[config.mk]
export PLATFORM = sky130hd
export DESIGN_NAME = fsm_seq_gen
export DESIGN_NICKNAME = d
export VERILOG_FILES = /design/src/rtl/fsm_seq_gen.sv
export SDC_FILE = /design/constraint.sdc
export NUM_CORES = 1
export LEC_CHECK = 0
export ABC_AREA = 1
export CORE_AREA = 2 2 59 61
export DETAILED_ROUTE_END_ITERATION = 8
export DIE_AREA = 0 0 61 63
export GPL_TIMING_DRIVEN = 0
export PLACE_DENSITY_LB_ADDON = 0.3
export SYNTH_ARGS = -nofsm -noshare
export SYNTH_HDL_FRONTEND = slang
export SYNTH_SLANG_ARGS = --single-unit
[constraint.sdc]
create_clock -name clk -period 1.72 [get_ports clk]
set_input_delay 0.344 -clock clk [delete_from_list [all_inputs] [get_ports clk]]
set_output_delay 0.344 -clock clk [all_outputs]
set_load 0.005 [all_outputs]
[src/rtl/fsm_seq_gen.sv]
// ----------------------------------------------------------------------------
// fsm_seq_gen
//   Serial pattern transmitter. Shifts a PAT_W-bit pattern out MSB first, one
//   bit per clock, repeated rep_cnt times with gap_len idle cycles between
//   repeats. Every output is registered.
//
// Ports
//   clk        in   1      rising-edge clock
//   rst_n      in   1      asynchronous active-low reset
//   start      in   1      start a frame (only looked at in IDLE)
//   abort      in   1      synchronous abort, beats everything else
//   pattern_in in   PAT_W  pattern, latched when start is accepted
//   rep_cnt    in   REP_W  repeat count, latched when start is accepted
//   gap_len    in   GAP_W  idle cycles between repeats, latched with start
//   data_out   out  1      registered serial data
//   busy       out  1      high from the first bit through the last bit
//   done       out  1      one-cycle pulse after the final bit
// ----------------------------------------------------------------------------
module fsm_seq_gen #(
  parameter int   PAT_W    = 4,
  parameter int   GAP_W    = 4,
  parameter int   REP_W    = 8,
  parameter logic IDLE_LVL = 1'b0
) (
  input  logic             clk,
  input  logic             rst_n,
  input  logic             start,
  input  logic             abort,
  input  logic [PAT_W-1:0] pattern_in,
  input  logic [REP_W-1:0] rep_cnt,
  input  logic [GAP_W-1:0] gap_len,
  output logic             data_out,
  output logic             busy,
  output logic             done
);

  localparam int             BW      = $clog2(PAT_W);
  localparam logic [BW-1:0]  BIT_TOP = BW'(PAT_W - 1);

  typedef enum logic [1:0] {
    IDLE = 2'd0,
    SEND = 2'd1,
    GAP  = 2'd2
  } state_t;

  state_t             state_r, state_s;
  logic [PAT_W-1:0]   pat_r, pat_s;
  logic [REP_W-1:0]   rep_left_r, rep_left_s;
  logic [GAP_W-1:0]   gap_r, gap_s;
  logic [GAP_W-1:0]   gap_cnt_r, gap_cnt_s;
  logic [BW-1:0]      bit_idx_r, bit_idx_s;
  logic [BW-1:0]      bit_dec_s;
  logic               data_s, busy_s, done_s;

  // State, latched frame parameters and registered outputs.
  always_ff @(posedge clk or negedge rst_n) begin
    if (!rst_n) begin
      state_r    <= IDLE;
      pat_r      <= '0;
      rep_left_r <= '0;
      gap_r      <= '0;
      gap_cnt_r  <= '0;
      bit_idx_r  <= '0;
      data_out   <= IDLE_LVL;
      busy       <= 1'b0;
      done       <= 1'b0;
    end else begin
      state_r    <= state_s;
      pat_r      <= pat_s;
      rep_left_r <= rep_left_s;
      gap_r      <= gap_s;
      gap_cnt_r  <= gap_cnt_s;
      bit_idx_r  <= bit_idx_s;
      data_out   <= data_s;
      busy       <= busy_s;
      done       <= done_s;
    end
  end

  // Next-state logic; outputs are computed one cycle ahead so they can be
  // registered without adding latency relative to the state.
  always_comb begin
    state_s    = state_r;
    pat_s      = pat_r;
    rep_left_s = rep_left_r;
    gap_s      = gap_r;
    gap_cnt_s  = gap_cnt_r;
    bit_idx_s  = bit_idx_r;
    data_s     = IDLE_LVL;
    busy_s     = 1'b0;
    done_s     = 1'b0;
    bit_dec_s  = bit_idx_r - BW'(1);

    case (state_r)
      IDLE: begin
        if (start) begin
          if (rep_cnt != '0) begin
            pat_s      = pattern_in;
            rep_left_s = rep_cnt;
            gap_s      = gap_len;
            state_s    = SEND;
            bit_idx_s  = BIT_TOP;
            data_s     = pattern_in[PAT_W-1];
            busy_s     = 1'b1;
          end else begin
            // Empty frame: nothing is sent, but the requester still gets done.
            done_s = 1'b1;
          end
        end else begin
          state_s = IDLE;
        end
      end

      SEND: begin
        busy_s = 1'b1;
        if (bit_idx_r != '0) begin
          bit_idx_s = bit_dec_s;
          data_s    = pat_r[bit_dec_s];
        end else begin
          rep_left_s = rep_left_r - REP_W'(1);
          if (rep_left_r == REP_W'(1)) begin
            // Last bit of the final repeat.
            state_s = IDLE;
            busy_s  = 1'b0;
            done_s  = 1'b1;
          end else if (gap_r == '0) begin
            state_s   = SEND;
            bit_idx_s = BIT_TOP;
            data_s    = pat_r[PAT_W-1];
          end else begin
            state_s   = GAP;
            gap_cnt_s = gap_r;
          end
        end
      end

      GAP: begin
        busy_s = 1'b1;
        if (gap_cnt_r == GAP_W'(1)) begin
          state_s   = SEND;
          bit_idx_s = BIT_TOP;
          data_s    = pat_r[PAT_W-1];
        end else begin
          gap_cnt_s = gap_cnt_r - GAP_W'(1);
        end
      end

      default: begin
        state_s = IDLE;
      end
    endcase

    // Abort overrides start and the last-bit transition; no done pulse.
    if (abort) begin
      state_s = IDLE;
      data_s  = IDLE_LVL;
      busy_s  = 1'b0;
      done_s  = 1'b0;
    end else begin
      state_s = state_s;
    end
  end

endmodule

==> metrics, run 1 <==
startpoint kind of the worst setup timing path register; number of vias in the routed layout 1604; number of buffers created by CTS 3; worst flop-to-flop path endpoint bit_idx_r[0]; number of distinct library cell variants in the gate-level netlist after synthesis 22; flops & latches, synth 27; clock-pin transition on the worst setup and hold timing paths 150 ps; share of post-route cells with drive strength above 1 9.29%; setup repair after global routing missed its margin no; final count of pins violating max slew 0; total internal power 1.65 mW; most frequent cell after synthesis nand2_1; CP Class register to register; DIE HEIGHT 63 um; outcome finished, final reports clean; Total Routed Length 3.52 mm; setup slack of the most critical reg-to-reg path 200 ps; grt met1 use 27.8%; number of antenna violations at the first check in global routing 0; worst ir drop on vdd 685 uV; worst clock skew 9.19 ps; total die area 3840 um^2; combined area of the multi-input logic cells 857 um^2; startpoint of the worst-slack reg-to-reg timing path bit_idx_r[0]; last weighted congestion value of the routability-driven placer 0.894; number of top-level pins 23; clock group share of total power 9.0%; residual antenna-violating net count after detailed routing 0; required time of the worst setup path 2010 ps; via count of the first global-routing pass 1526; gr busiest metal met2; WL per Instance 11.2 um; min-delay src gap_cnt_r[1]; achievable frequency 660 MHz; category of the worst setup path capture point register; power per cell area 1560 nW/um^2; sequential fraction of design power 36.9%; total global routing overflow 0; mean instance size in the synthesized netlist 6.94 um^2; Die X-Extent 61 um; dominant cell type by area after synthesis dfrtp_1; buffers inserted by post-CTS timing repair 0; clock latency on the worst-skew pair 340 ps; Crit. Startpoint bit_idx_r[0]; Root Driver clkbuf_4; Global Route met2 Usage 34.5%; Detailed Place HPWL 2.67 mm; Global Route met3 Usage 3.11%; worst hold path endpoint gap_cnt_r[1]; sequential cell area 676 um^2; most used flip-flop cell after synthesis dfrtp_1; data arrival at the endpoint of the critical path 1810 ps; global-route usage over all layers 21.1%; number of setup violations in the final report 0; number of buffers inserted by port buffering 22; Min-Delay Path Depth 2; final critical-path share of the clock period 88.1%; worst setup slack before clock tree synthesis -142 ps; final hold viol count 0; YS warnings 0; crit-path max FO 6; core area 3230 um^2; std cell rows 21; most frequent cells after synthesis nand2_1 (77), inv_1 (28), dfrtp_1 (27); Setup TNS 0 ps; final period demand of the worst path 1520 ps; DRC violation count after routing 0; net total in the final layout 295; final setup slack of the worst path 204 ps; detailed router's first-iteration violation count 96; total standard cell area after synthesis 1690 um^2; Avg Vias per Cell 5.09; Filler Cell Count 325; number of antenna cells inserted 0; share of Yosys cell area claimed by the top area cell type 40.1%; router iterations before antenna repair 4; leading cell types by total area after synthesis dfrtp_1 (40%), nand2_1 (17%), nand3_1 (7.7%); number of enable flip-flop cells after synthesis 0; buffer levels on the longest clock path 2; effective utilization at floorplan 52.1%; register area share after synthesis 40.1%; worst reg-to-reg path cell count 8; pin count of the biggest net entering global routing 28; share of synthesized registers carrying an async set or reset 100%; H-Tree Level Count 1; area growth from synthesis to layout 18.6%; max-capacitance violation count 0; post-synthesis net count 268; global-route wire length before repair 6.28 mm; TritonCTS clock tree yes; switching power summed over all nets 1.47 mW; number of clock sinks 27; switching part of the total 47.2%; synthesized netlist cell count 243; normalized max-slew margin 21.4%; logic gate share of total power 54.1%; actual slew at the worst max-slew pin 1180 ps; static power due to leakage 1.04 nW; path type of the worst min-delay path register to register
per-stage QoR:
step | hold WS (ps) | total power, mW | utilization (%) | cell area [um^2] | std cells
after floorplan | 48.4 | 2.40 | - | 1690 | 243
after global placement | 455 | 2.79 | 60.7 | 1960 | 311
after detailed placement | 463 | 2.84 | 60.7 | 1960 | 311
after CTS | 496 | 3.11 | 61.6 | 1990 | 315
after global routing | 551 | 3.46 | 61.8 | 2000 | 315
final | 491 | 3.12 | 61.8 | 2000 | 315
repair_timing:
| item | 4_1_cts | 5_1_grt |
|---|---|---|
| gates resized for setup | 0 | 3 |
| endpoints found under the setup margin | 0 | 2 |
| hold buffers | 0 | 0 |
area by class of cell:
cell class	count	share of cell area, %
Clock inverter	1	0.250
Timing Repair Buffer	22	11.0
Clock buffer	3	1.13
Sequential cell	27	33.8
Inverter	34	6.39
Buffer	4	1.63
Tap cell	46	2.88
Multi-Input combinational cell	178	42.9
worst max path at each step:
stage          slack, ps       endpoint
2_1_floorplan        410   bit_idx_r[0]
3_3_place_gp        -120       gap_r[0]
3_5_place_dp        -140  rep_left_r[5]
4_1_cts              150   bit_idx_r[0]
5_1_grt               40   bit_idx_r[1]
6_report             200   bit_idx_r[0]
cells by family after synthesis:
family	after synthesis	share of synthesized area (%)
and+or+nand+nor	142	37.3
buffers and inverters	38	9.50
AOI/OAI and AO/OA	31	9.35
DFF	27	40.1
adders and majority gates	5	3.71
sequential cells by signal, summed over array words and instances (netlist names):
| register | cells |
|---|---|
| state_r | 2 |
| gap_r | 4 |
| pat_r | 4 |
| data_out | 1 |
| bit_idx_r | 2 |
| rep_left_r | 8 |
| done | 1 |
| gap_cnt_r | 4 |
| busy | 1 |
layer usage:
layer	up-vias	wire length, um
li1	821	-
met4	0	44
met3	5	143
met5	-	0
met1	735	1630
met2	43	1700
layout by cell type (no fill, tap or decap), types with 2 or more instances in the layout:
cell	count
a21oi_1	7
buf_2	2
buf_6	2
clkbuf_4	3
clkdlybuf4s50_1	22
dfrtp_1	27
ha_1	5
inv_1	28
inv_2	6
nand2_1	77
nand2_2	5
nand3_1	26
nand3b_1	2
nand4_1	3
nor2_1	22
nor2_2	2
o21ai_0	8
o21ai_1	15
power groups by stage:
stage / logic, mW / clock network [mW] / registers [mW]
global route: 1.95 / 0.314 / 1.20
floorplan: 1.29 / 0 / 1.11
CTS: 1.69 / 0.285 / 1.14
global placement: 1.64 / 0 / 1.15
detailed placement: 1.68 / 0 / 1.16
finish: 1.69 / 0.282 / 1.15
critical path: stages (launching register included):
cell and delay [ps]:
dfrtp_1 450, inv_1 110, ha_1 300, nand2_2 130
nor2_1 200, nor2_2 90, nand2_1 80, nand2_1 50
nand2_1 60
Power figures use the tool's default switching activity.
==> inputs of run 2 (changes only) <==
--- a/config.mk
+++ b/config.mk
@@ -7,6 +7,7 @@
 export LEC_CHECK = 0
 export ABC_AREA = 1
 export CORE_AREA = 2 2 59 61
+export CTS_CLUSTER_SIZE = 14
 export DETAILED_ROUTE_END_ITERATION = 8
 export DIE_AREA = 0 0 61 63
 export GPL_TIMING_DRIVEN = 0
@@ -14,3 +15,4 @@
 export SYNTH_ARGS = -nofsm -noshare
 export SYNTH_HDL_FRONTEND = slang
 export SYNTH_SLANG_ARGS = --single-unit
+export TNS_END_PERCENT = 1
==> results of run 2 <==
Final layout, timing and power as in run 1 (identical DEF).
